## src/rtl/rst_seq_ctrl.sv

```systemverilog
// Reset sequencer: synchronises board-reset deassertion, holds, then releases channels in a staggered order.
// Optional watchdog auto-reset is compiled in with `define RST_SEQ_WDT_EN.
module rst_seq_ctrl #(
    parameter int NUM_CH      = 2,
    parameter int SYNC_STAGES = 2,
    parameter int HOLD_CYCLES = 250,
    parameter int STAGGER     = 4,
    parameter int WDT_CYCLES  = 1024
) (
    input  logic              clk_i,
    input  logic              rst_i,
    input  logic              sw_rst_i,
    input  logic              wdt_kick_i,
    output logic [NUM_CH-1:0] rst_n_o,
    output logic              ready_o,
    output logic [1:0]        cause_o,
    output logic [1:0]        state_o
);
    typedef enum logic [1:0] {ST_SYNC = 2'd0, ST_HOLD = 2'd1, ST_REL = 2'd2, ST_RUN = 2'd3} state_t;
    typedef enum logic [1:0] {CAUSE_EXT = 2'd0, CAUSE_SW = 2'd1, CAUSE_WDT = 2'd2} cause_t;

    localparam int MAX_SEQ = (HOLD_CYCLES > STAGGER) ? HOLD_CYCLES : STAGGER;
`ifdef RST_SEQ_WDT_EN
    localparam int MAX_CNT = (MAX_SEQ > WDT_CYCLES) ? MAX_SEQ : WDT_CYCLES;
`else
    localparam int MAX_CNT = MAX_SEQ;
    localparam int WDT_CYCLES_UNUSED = WDT_CYCLES;
`endif
    localparam int CNT_W = $clog2(MAX_CNT) + 1;
    localparam int CH_W  = $clog2(NUM_CH + 1);

    logic [SYNC_STAGES-1:0] r_sync;
    state_t                 r_state, w_state_nxt;
    logic [CNT_W-1:0]       r_cnt, w_cnt_nxt;
    logic [CH_W-1:0]        r_ch, w_ch_nxt;
    logic [NUM_CH-1:0]      r_rst_n, w_rst_n_nxt;
    logic                   r_ready, w_ready_nxt;
    cause_t                 r_cause, w_cause_nxt;
    logic                   w_sync_rise;
    logic                   w_sw_evt;
    logic                   w_wdt_evt;
    logic                   w_restart;
    logic                   w_rel;

    // Fires on the single edge where the last synchroniser stage turns to 1.
    assign w_sync_rise = r_sync[SYNC_STAGES-2] & ~r_sync[SYNC_STAGES-1];
    assign w_sw_evt    = sw_rst_i && (r_state != ST_SYNC);

`ifdef RST_SEQ_WDT_EN
    logic [CNT_W-1:0] r_wdt, w_wdt_nxt;

    // A kick in the timeout cycle wins; a software request takes priority for the cause.
    assign w_wdt_evt = (r_state == ST_RUN) && !wdt_kick_i && (r_wdt == CNT_W'(WDT_CYCLES - 1));
    assign w_wdt_nxt = ((r_state == ST_RUN) && !wdt_kick_i && !w_restart) ? r_wdt + CNT_W'(1) : '0;

    always_ff @(posedge clk_i or posedge rst_i) begin
        if (rst_i) r_wdt <= '0;
        else       r_wdt <= w_wdt_nxt;
    end
`else
    logic w_unused_kick;

    assign w_wdt_evt     = 1'b0;
    assign w_unused_kick = wdt_kick_i;
`endif

    assign w_restart = w_sw_evt | w_wdt_evt;

    always_ff @(posedge clk_i or posedge rst_i) begin
        // NOTE: sequential state uses non-blocking assignments so every register samples pre-edge values.
        if (rst_i) begin
            r_sync  <= '0;
            r_state <= ST_SYNC;
            r_cnt   <= '0;
            r_ch    <= '0;
            r_rst_n <= '0;
            r_ready <= 1'b0;
            r_cause <= CAUSE_EXT;
        end else begin
            r_sync  <= {r_sync[SYNC_STAGES-2:0], 1'b1};
            r_state <= w_state_nxt;
            r_cnt   <= w_cnt_nxt;
            r_ch    <= w_ch_nxt;
            r_rst_n <= w_rst_n_nxt;
            r_ready <= w_ready_nxt;
            r_cause <= w_cause_nxt;
        end
    end

    always_comb begin
        // NOTE: every output of this block gets a default first, so no path can infer a latch.
        w_state_nxt = r_state;
        w_cnt_nxt   = r_cnt + CNT_W'(1);
        w_ch_nxt    = r_ch;
        w_rel       = 1'b0;
        if (w_restart) begin
            w_state_nxt = ST_HOLD;
            w_cnt_nxt   = '0;
            w_ch_nxt    = '0;
        end else begin
            case (r_state)
                ST_SYNC: begin
                    w_cnt_nxt = '0;
                    if (w_sync_rise) w_state_nxt = ST_HOLD;
                end
                ST_HOLD: begin
                    if (r_cnt == CNT_W'(HOLD_CYCLES - 1)) begin
                        w_rel       = 1'b1;
                        w_cnt_nxt   = '0;
                        w_ch_nxt    = r_ch + CH_W'(1);
                        w_state_nxt = (NUM_CH == 1) ? ST_RUN : ST_REL;
                    end
                end
                ST_REL: begin
                    if (r_cnt == CNT_W'(STAGGER - 1)) begin
                        w_rel     = 1'b1;
                        w_cnt_nxt = '0;
                        w_ch_nxt  = r_ch + CH_W'(1);
                        if (r_ch == CH_W'(NUM_CH - 1)) w_state_nxt = ST_RUN;
                    end
                end
                default: w_cnt_nxt = r_cnt;
            endcase
        end
    end

    always_comb begin
        w_rst_n_nxt = r_rst_n;
        w_ready_nxt = r_ready;
        w_cause_nxt = r_cause;
        if (w_restart) begin
            w_rst_n_nxt = '0;
            w_ready_nxt = 1'b0;
            w_cause_nxt = w_sw_evt ? CAUSE_SW : CAUSE_WDT;
        end else if (w_rel) begin
            w_rst_n_nxt = r_rst_n | (NUM_CH'(1) << r_ch);
            w_ready_nxt = (w_state_nxt == ST_RUN);
        end
    end

    assign rst_n_o = r_rst_n;
    assign ready_o = r_ready;
    assign cause_o = r_cause;
    assign state_o = r_state;

endmodule

```

## config.mk

```make
export PLATFORM = sky130hd
export DESIGN_NAME = rst_seq_ctrl
export DESIGN_NICKNAME = d
export VERILOG_FILES = /design/src/rtl/rst_seq_ctrl.sv
export SDC_FILE = /design/constraint.sdc
export NUM_CORES = 1
export LEC_CHECK = 0
export CAP_MARGIN = 20
export CORE_MARGIN = 4
export CORE_UTILIZATION = 45
export DETAILED_ROUTE_END_ITERATION = 10
export HOLD_SLACK_MARGIN = 0.12
export PLACE_DENSITY_LB_ADDON = 0.3
export SKIP_LAST_GASP = 1
export SLEW_MARGIN = 20
export SYNTH_ARGS = -nofsm -noshare
export SYNTH_HDL_FRONTEND = slang
export SYNTH_SLANG_ARGS = --single-unit
```

## constraint.sdc

```tcl
create_clock -name clk_i -period 2 [get_ports clk_i]
set_clock_uncertainty 0.1 [all_clocks]
set_input_delay 0.4 -clock clk_i [delete_from_list [all_inputs] [get_ports clk_i]]
set_output_delay 0.4 -clock clk_i [all_outputs]
set_load 0.05 [all_outputs]
```

==> summary.txt <==
Worst setup path
  • Critical path arrival: 2080 ps
  • Critical path class: reg2reg
  • Critical path capture point type: flop
  • Crit start category: flop
  • Critical Path RT: 2110 ps
  • CP Max Fanout: 4

Place
  • Gpl congestion: 0.868
  • Placed insts: 191
  • Hpwl dp: 2360 µm
  • Port bufs: 8

GRT
  • GRT overflow: 0
  • First-pass GRT wire length: 5180 µm
  • Largest net degree at the start of global routing: 20
  • Vias in the first global route: 1,146
  • Overall Global Routing Usage: 18.7%
  • Initial antenna violation count: 0

Layout
  • Share of cells above drive strength 1: 31.7%
  • ANT cells: 0
  • Filler cell count: 243
  • Area of the multi-input gates: 790 µm²
  • Fin util: 59.5%
  • Layout area overhead: 27.8%
  • Final non-filler cell total: 198
  • Layout Nets: 180
  • Storage element area: 478 µm²

Floorplanning
  • Rows: 19
  • Die area: 0.00375 mm²
  • Io pins: 11
  • Initial Utilization: 46.6%
  • Core Area: 0.00273 mm²
  • Die width: 61.2 µm
  • Die Height: 61.2 µm

Pwr
  • Leak: 0.000719 µW
  • Power share of the clock group: 17.4%
  • Pwr Density: 713 mW/mm²
  • Internal: 724 µW
  • Maximum vdd ir drop: 0.445 mV
  • Total Power: 1160 µW
  • Logic gate share of total power: 43.2%
  • Switch share: 37.6%
  • Sequential share of power: 39.4%
  • Psw: 436 µW

Yosys
  • Most numerous cell in the Yosys netlist: dfrtp_1
  • Yosys warns: 0
  • EDFF count, synth: 0
  • Commonest cells post-synth: 19 x dfrtp_1, 12 x nand2_1, 11 x inv_1
  • FF+latch count, synth: 19
  • Syn nets: 150
  • Yosys top cell by area: dfrtp_1
  • Post-synthesis cell area: 0.00127 mm²
  • Share of the synthesized area in the top cell type: 37.3%
  • Top_reg_cell synth: dfrtp_1
  • Register area share after synthesis: 37.3%
  • Area contributors post-synth: dfrtp_1 37%, ha_1 7.9%, o211ai_1 5.3%
  • Post-synth cell types: 47
  • Avg Inst Size Synth: 9.23 µm²
  • Asr flop ratio synth: 100%
  • Synth Instances: 138

Clock network
  • Clock Latency Late Sink: 300 ps
  • Clk pin slew, worst setup/hold paths: 120 ps
  • CTS H-Tree Depth: 1
  • Clock sinks: 19
  • CTS Buf Count: 3
  • CTS tree: done
  • Clock Path Buffers: 2
  • Root Driver: clkbuf_4

STA
  • Final hold vios: 0
  • Worst hold margin: 309 ps
  • Tcrit/Tclk final: 98.5%
  • RSZ-0062 raised after global routing: yes
  • Tmin final: 1970 ps
  • Worst slew pin tran: 515 ps
  • Slew margin rel.: 65.6%
  • Final Max Tran Viols: 0
  • Fmax: 508 MHz
  • # setup viols final: 0

Detailed routing
  • Via/cell ratio: 5.92
  • Routed via count: 1,172
  • Wirelength per Cell: 16.1 µm
  • Iter 0 DRT Violations: 43
  • Antenna-violating nets left: 0
  • # DRC: 0
  • Drt pass-1 iters: 4
  • Total routed wirelength: 3190 µm

Status
  • Status: completed

Flow run
  • MaxCap Viol Count: 0

Min path
  • Worst min path class: in2async
[area by class of cell]
| cell class | instances | area share, % |
|---|---|---|
| clock buffers | 3 | 1.38 |
| clock inverters | 1 | 0.307 |
| inverters | 11 | 2.54 |
| multi-input cells | 102 | 48.5 |
| flip-flops and latches | 19 | 29.4 |
| well taps | 31 | 2.38 |
| repair buffers | 31 | 15.5 |
[sequential cells by signal, indices dropped and copies added (netlist names)]
name and flops:
cause_o 1, r_ch 2, state_o 2, r_sync 2, r_cnt 9, ready_o 1, rst_n_o 2
[metal layers]
layer	vias to the layer above	track usage, %	wire [µm]
met5	-	0	0
met4	0	9.60	73
met3	8	2.52	165
met2	37	30.4	1550
met1	558	24.3	1410
li1	569	-	-
[critical path: stages, from the launching register on]
cell and delay [ps]:
dfrtp_1 430, inv_1 70, ha_2 170, nand4_1 170, or4b_4 580, and4_1 170
a31o_1 180
[placed cells by master, fill, tap and decap left out, types with 2 or more instances in the layout]
cell             netlist  routed
buf_4                  1      26
clkbuf_4               0       3
clkdlybuf4s50_1        0       2
conb_1                 2       2
dfrtp_1               19      17
dfrtp_2                0       2
dlymetal6s2s_1         0       3
ha_1                   8       5
ha_2                   0       2
inv_1                 11       9
inv_2                  0       2
mux2_2                 2       2
nand2_1               12      12
nand2b_1               3       3
nand3_1                8       8
nand4_1                3       3
nor2b_1                3       3
nor3_1                 5       4
nor4_1                 2       2
o211ai_1               9       9
o21a_1                 5       5
o21ai_0                5       4
o21ai_1                2       2
o311a_1                2       2
o31a_1                 2       2
o31ai_1                2       2
[path summary, 6_finish.rpt]
kind,cells past startpoint,startpoint,end,slack [ps]
max,6,r_cnt[1],ready_o,30
min,3,rst_i,r_ch[1],310
max reg2reg,6,r_cnt[1],ready_o,30
min reg2reg,0,r_sync[0],r_sync[1],310
max in group asynchronous,3,rst_i,state_o[0],1250
min in group clk_i,0,r_sync[0],r_sync[1],310
[logic make-up (layout without fill, tap and decap cells)]
| group | after synthesis | count (layout) | share of synthesized area, % |
|---|---|---|---|
| AOI/OAI and AO/OA | 42 | 42 | 24.9 |
| adders and majority gates | 8 | 8 | 7.86 |
| buffers and inverters | 17 | 46 | 5.50 |
| DFF | 19 | 19 | 37.3 |
| muxes | 2 | 2 | 1.77 |
| other | 2 | 2 | 0.590 |
| and+or+nand+nor | 48 | 48 | 22.1 |
[timing repair]
action                     CTS  global route
resized for setup            1            12
setup endpoints to repair    4            11
setup buffers                0             3
hold buffers                 0             0
hold endpoints to repair     0             0
pin swaps                    0             6
[through the flow]
stage / setup TNS (ps) / instance area, µm² / setup WS (ps)
CTS: 0 / 1560 / 9.33
floorplan: -109 / 1290 / -109
detailed placement: -243 / 1530 / -59.0
finish: 0 / 1630 / 31.0
global route: -139 / 1630 / -43.5
global placement: -78.2 / 1530 / -34.5
[power by group through the flow]
stage	Clock, µW	Combinational (µW)	Sequential, µW
floorplan	0	270	476
global placement	0	444	461
detailed placement	0	452	464
CTS	208	460	457
global route	231	543	464
finish	202	501	457
Note: power is estimated with default switching activity, not from simulation.
==> RTL edit 1, RTL diff (config.mk and constraints unchanged) <==
Build with the macro `RST_SEQ_WDT_EN` defined.
--- a/src/rtl/rst_seq_ctrl.sv
+++ b/src/rtl/rst_seq_ctrl.sv
@@ -2,2 +2,4 @@
 // Optional watchdog auto-reset is compiled in with `define RST_SEQ_WDT_EN.
+`define RST_SEQ_WDT_EN
+
 module rst_seq_ctrl #(
Function: no difference found for any inputs over 10 cycles, from zero or initial values and one cycle with rst_i high; that may be too few to reach the edited logic, so the function may still have changed.
==> RTL edit 1 against the unedited design <==
Worst setup slack got worse by 0.027 ns; area after synthesis increased by 46%; power increased by 55%; sequential cell count increased by 14; routed wire length increased by 32%; final area increased by 50%; global-route usage decreased by 0.93 points; combinational power decreased by 0.8%; critical path type unchanged; largest cell class unchanged; largest power group is now registers; highest routed layer unchanged.
==> RTL edit 1: results (changes against the unedited design) <==
======================================================================================
Synthesized-area fraction occupied by adder cells .......................        6.06%   -1.8 points
Largest stage delay on the critical path ................................      0.45 ns   -0.13 ns
Syn_nets ................................................................          206   +37%
CTS clock-pin slew for the worst setup and hold paths ...................      0.07 ns   -0.05 ns
Number of DRC violations after detailed-routing iteration 0 .............          125   +190%
Compound-gate portion of the synthesized area ...........................        12.7%   -12 points
Placed wire-length estimate after detailed placement ....................      2950 µm   +25%
Commonest cells in the synthesized netlist .............................. 33 x sky130_fd_sc_hd__dfrtp_1, 28 x sky130_fd_sc_hd__nor2_1, 13 x sky130_fd_sc_hd__nand2_1, 12 x sky130_fd_sc_hd__nand3_1, 11 x sky130_fd_sc_hd__inv_1
Clk_buf instances .......................................................            7   +4
Multi-input logic portion of the cell area ..............................        42.1%   -6.4 points
Quantity of I/O buffers inserted on ports ...............................           10   +2
Final standard cell count with taps included and fillers excluded .......          292   +47%
Setup bufs post-CTS .....................................................            2   +2
CTS Root Buffer Type .................................................... sky130_fd_sc_hd__clkbuf_8
Global-route wire length before repair ..................................      7270 µm   +41%
Ranking of synthesized cells by area .................................... sky130_fd_sc_hd__dfrtp_1 44%, sky130_fd_sc_hd__ha_1 6.1%, sky130_fd_sc_hd__nor2_1 5.7%, sky130_fd_sc_hd__nand3_1 3.2%, sky130_fd_sc_hd__xnor2_1 2.8%
Total global routing track utilization ..................................        17.8%   -0.93 points
Placer's final routability congestion estimate ..........................        0.845   -2.7%
Count of mapped cells out of synthesis ..................................          193   +40%
Library cell contributing the largest single delay on the critical path . sky130_fd_sc_hd__a221o_2
Layout cell share with drive strength beyond 1 ..........................        31.0%   -0.74 points
Max H-tree Level ........................................................            2   +1
Worst min path class .................................................... register to register
DIE WIDTH ...............................................................      72.2 µm   +18%
Multiplexer fraction of the synthesized cell area .......................        1.08%   -0.69 points
Run status .............................................................. complete, no violations
======================================================================================
-- RTL edit 1: changes by cell type in the layout (fill, tap and decap cells not counted), sizes merged, moves of 6 or more --
cell,change
xnor2,+6
buf,+17
dfrtp,+14
nor2,+29
o211ai,-9
-- RTL edit 1: per-layer routing --
layer	track usage, %	part of all wire [%]
met5	0	0
met3	3.74	3.9
met1	22.2	43
met2	29.6	50
met4	7.93	2.7
-- RTL edit 1: worst min path at each step --
stage | startpoint | to | slack [ns] | cells past startpoint
floorplan | r_sync[0] | r_sync[1] | 0.27 | 0
CTS | r_sync[0] | r_sync[1] | 0.32 | 0
global route | r_sync[0] | r_sync[1] | 0.33 | 0
detailed placement | r_sync[0] | r_sync[1] | 0.30 | 0
finish | r_sync[0] | r_sync[1] | 0.32 | 0
global placement | r_sync[0] | r_sync[1] | 0.29 | 0
==> RTL edit 2, RTL diff (same settings) <==
Without the edit above. Change the parameter `STAGGER` from 4 to 2.
--- a/src/rtl/rst_seq_ctrl.sv
+++ b/src/rtl/rst_seq_ctrl.sv
@@ -6,3 +6,3 @@
     parameter int HOLD_CYCLES = 250,
-    parameter int STAGGER     = 4,
+    parameter int STAGGER     = 2,
     parameter int WDT_CYCLES  = 1024
Formal check against the unedited RTL: same outputs for any inputs over 10 cycles, from zero or initial values and one cycle with rst_i high; that may be too few to reach the edited logic, so the function may still have changed.
==> RTL edit 2 against the unedited design <==
Final area is 4.3% lower; area after synthesis is 7.8% lower; sequential cell count stayed put; sequential share of layout area is 1.3 points higher; power is 42% higher; routed wire length is 15% lower; worst setup slack better by 0.041 ns.
==> RTL edit 2: results (changes against the unedited design) <==
======================================================================================
Cell internal pwr .......................................................     0.988 mW   +37%
Wire length per cell after detailed routing .............................      14.8 µm   -8.3%
Repair and plain buffers ................................................           34   +9.7%
Total area of multi-input combinational cells ...........................      697 µm²   -12%
Count of multi-input combinational gates ................................           89   -13%
Top fanout value on the critical path ...................................           11   +7
Commonest cells in the synthesized netlist .............................. 19 x sky130_fd_sc_hd__dfrtp_1, 10 x sky130_fd_sc_hd__nand2_1, 8 x sky130_fd_sc_hd__ha_1
Fraction of area in registers ...........................................        30.7%   +1.3 points
Global-route wire length before repair ..................................      4420 µm   -15%
Run status .............................................................. complete, no violations
Total die area ..........................................................  0.00349 mm²   -6.8%
Total global routing track utilization ..................................        16.5%   -2.2 points
IR drop worst, VDD ......................................................     0.759 mV   +70%
Inverters ...............................................................            7   -4
Placer's final routability congestion estimate ..........................        0.799   -7.9%
Library cell contributing the largest single delay on the critical path . sky130_fd_sc_hd__dfrtp_1
Setup bufs post-CTS .....................................................            1   +1
Layout net count ........................................................          166   -7.8%
Vias after detailed routing .............................................        1,009   -14%
Placed wire-length estimate after detailed placement ....................      1980 µm   -16%
Number of DRC violations after detailed-routing iteration 0 .............           23   -47%
Cell area after placement ...............................................  0.00143 mm²   -6.2%
Slew HR .................................................................        66.0%   +0.33 points
Post-CTS resize count ...................................................            2   +1
Ranking of synthesized cells by area .................................... sky130_fd_sc_hd__dfrtp_1 40%, sky130_fd_sc_hd__ha_1 8.5%, sky130_fd_sc_hd__nand2_1 3.2%, sky130_fd_sc_hd__nor4b_1 3.0%, sky130_fd_sc_hd__o21ai_0 3.0%
Placed instance count ...................................................          175   -8.4%
======================================================================================
[RTL edit 2: path summary, 6_finish.rpt]
path | slack (ns) | endpoint | cells after the start | startpoint
worst min-delay path | 0.30 | rst_n_o[1] | 3 | rst_i
min in group clk_i | 0.30 | r_sync[1] | 0 | r_sync[0]
worst min register to register | 0.30 | r_sync[1] | 0 | r_sync[0]
worst max-delay path | 0.07 | r_cnt[3] | 8 | r_cnt[1]
worst max register to register | 0.07 | r_cnt[3] | 8 | r_cnt[1]
max in group asynchronous | 1.26 | state_o[1] | 3 | rst_i
[RTL edit 2: metal layers]
| layer | track usage, % | wire (µm) | vias to the layer above | part of all wire [%] |
|---|---|---|---|---|
| met1 | 21.8 | 1230 | 484 | 45 |
| met3 | 2.61 | 92 | 8 | 3.4 |
| met2 | 27.3 | 1330 | 22 | 49 |
| met5 | 0 | 0 | - | 0 |
| li1 | - | - | 495 | - |
| met4 | 5.83 | 59 | 0 | 2.2 |
[RTL edit 2: logic make-up after synthesis]
family	Yosys count	synth area share [%]
muxes	1	0.958
and+or+nand+nor	45	22.8
adders and majority gates	8	8.52
buffers and inverters	10	4.26
DFF	19	40.5
other	2	0.639
AOI/OAI and AO/OA	33	22.4
[RTL edit 2: worst reg2reg max path, delay by kind of cell (launching register included)]
family                   cells  cell delay, ns
AO/OA/AOI/OAI                3            0.66
AND/OR/NAND/NOR              2            0.25
flip-flops                   1            0.40
adder cells (fa/ha/maj)      1            0.18
buffers and inverters        2            0.23
[RTL edit 2: per-stage QoR]
step | setup slack (ns) | hold WS [ns]
floorplan | 0.00617 | 0.251
global placement | -0.0910 | 0.266
detailed placement | -0.174 | 0.276
CTS | 0.00104 | 0.300
global route | -0.0240 | 0.315
finish | 0.0715 | 0.297
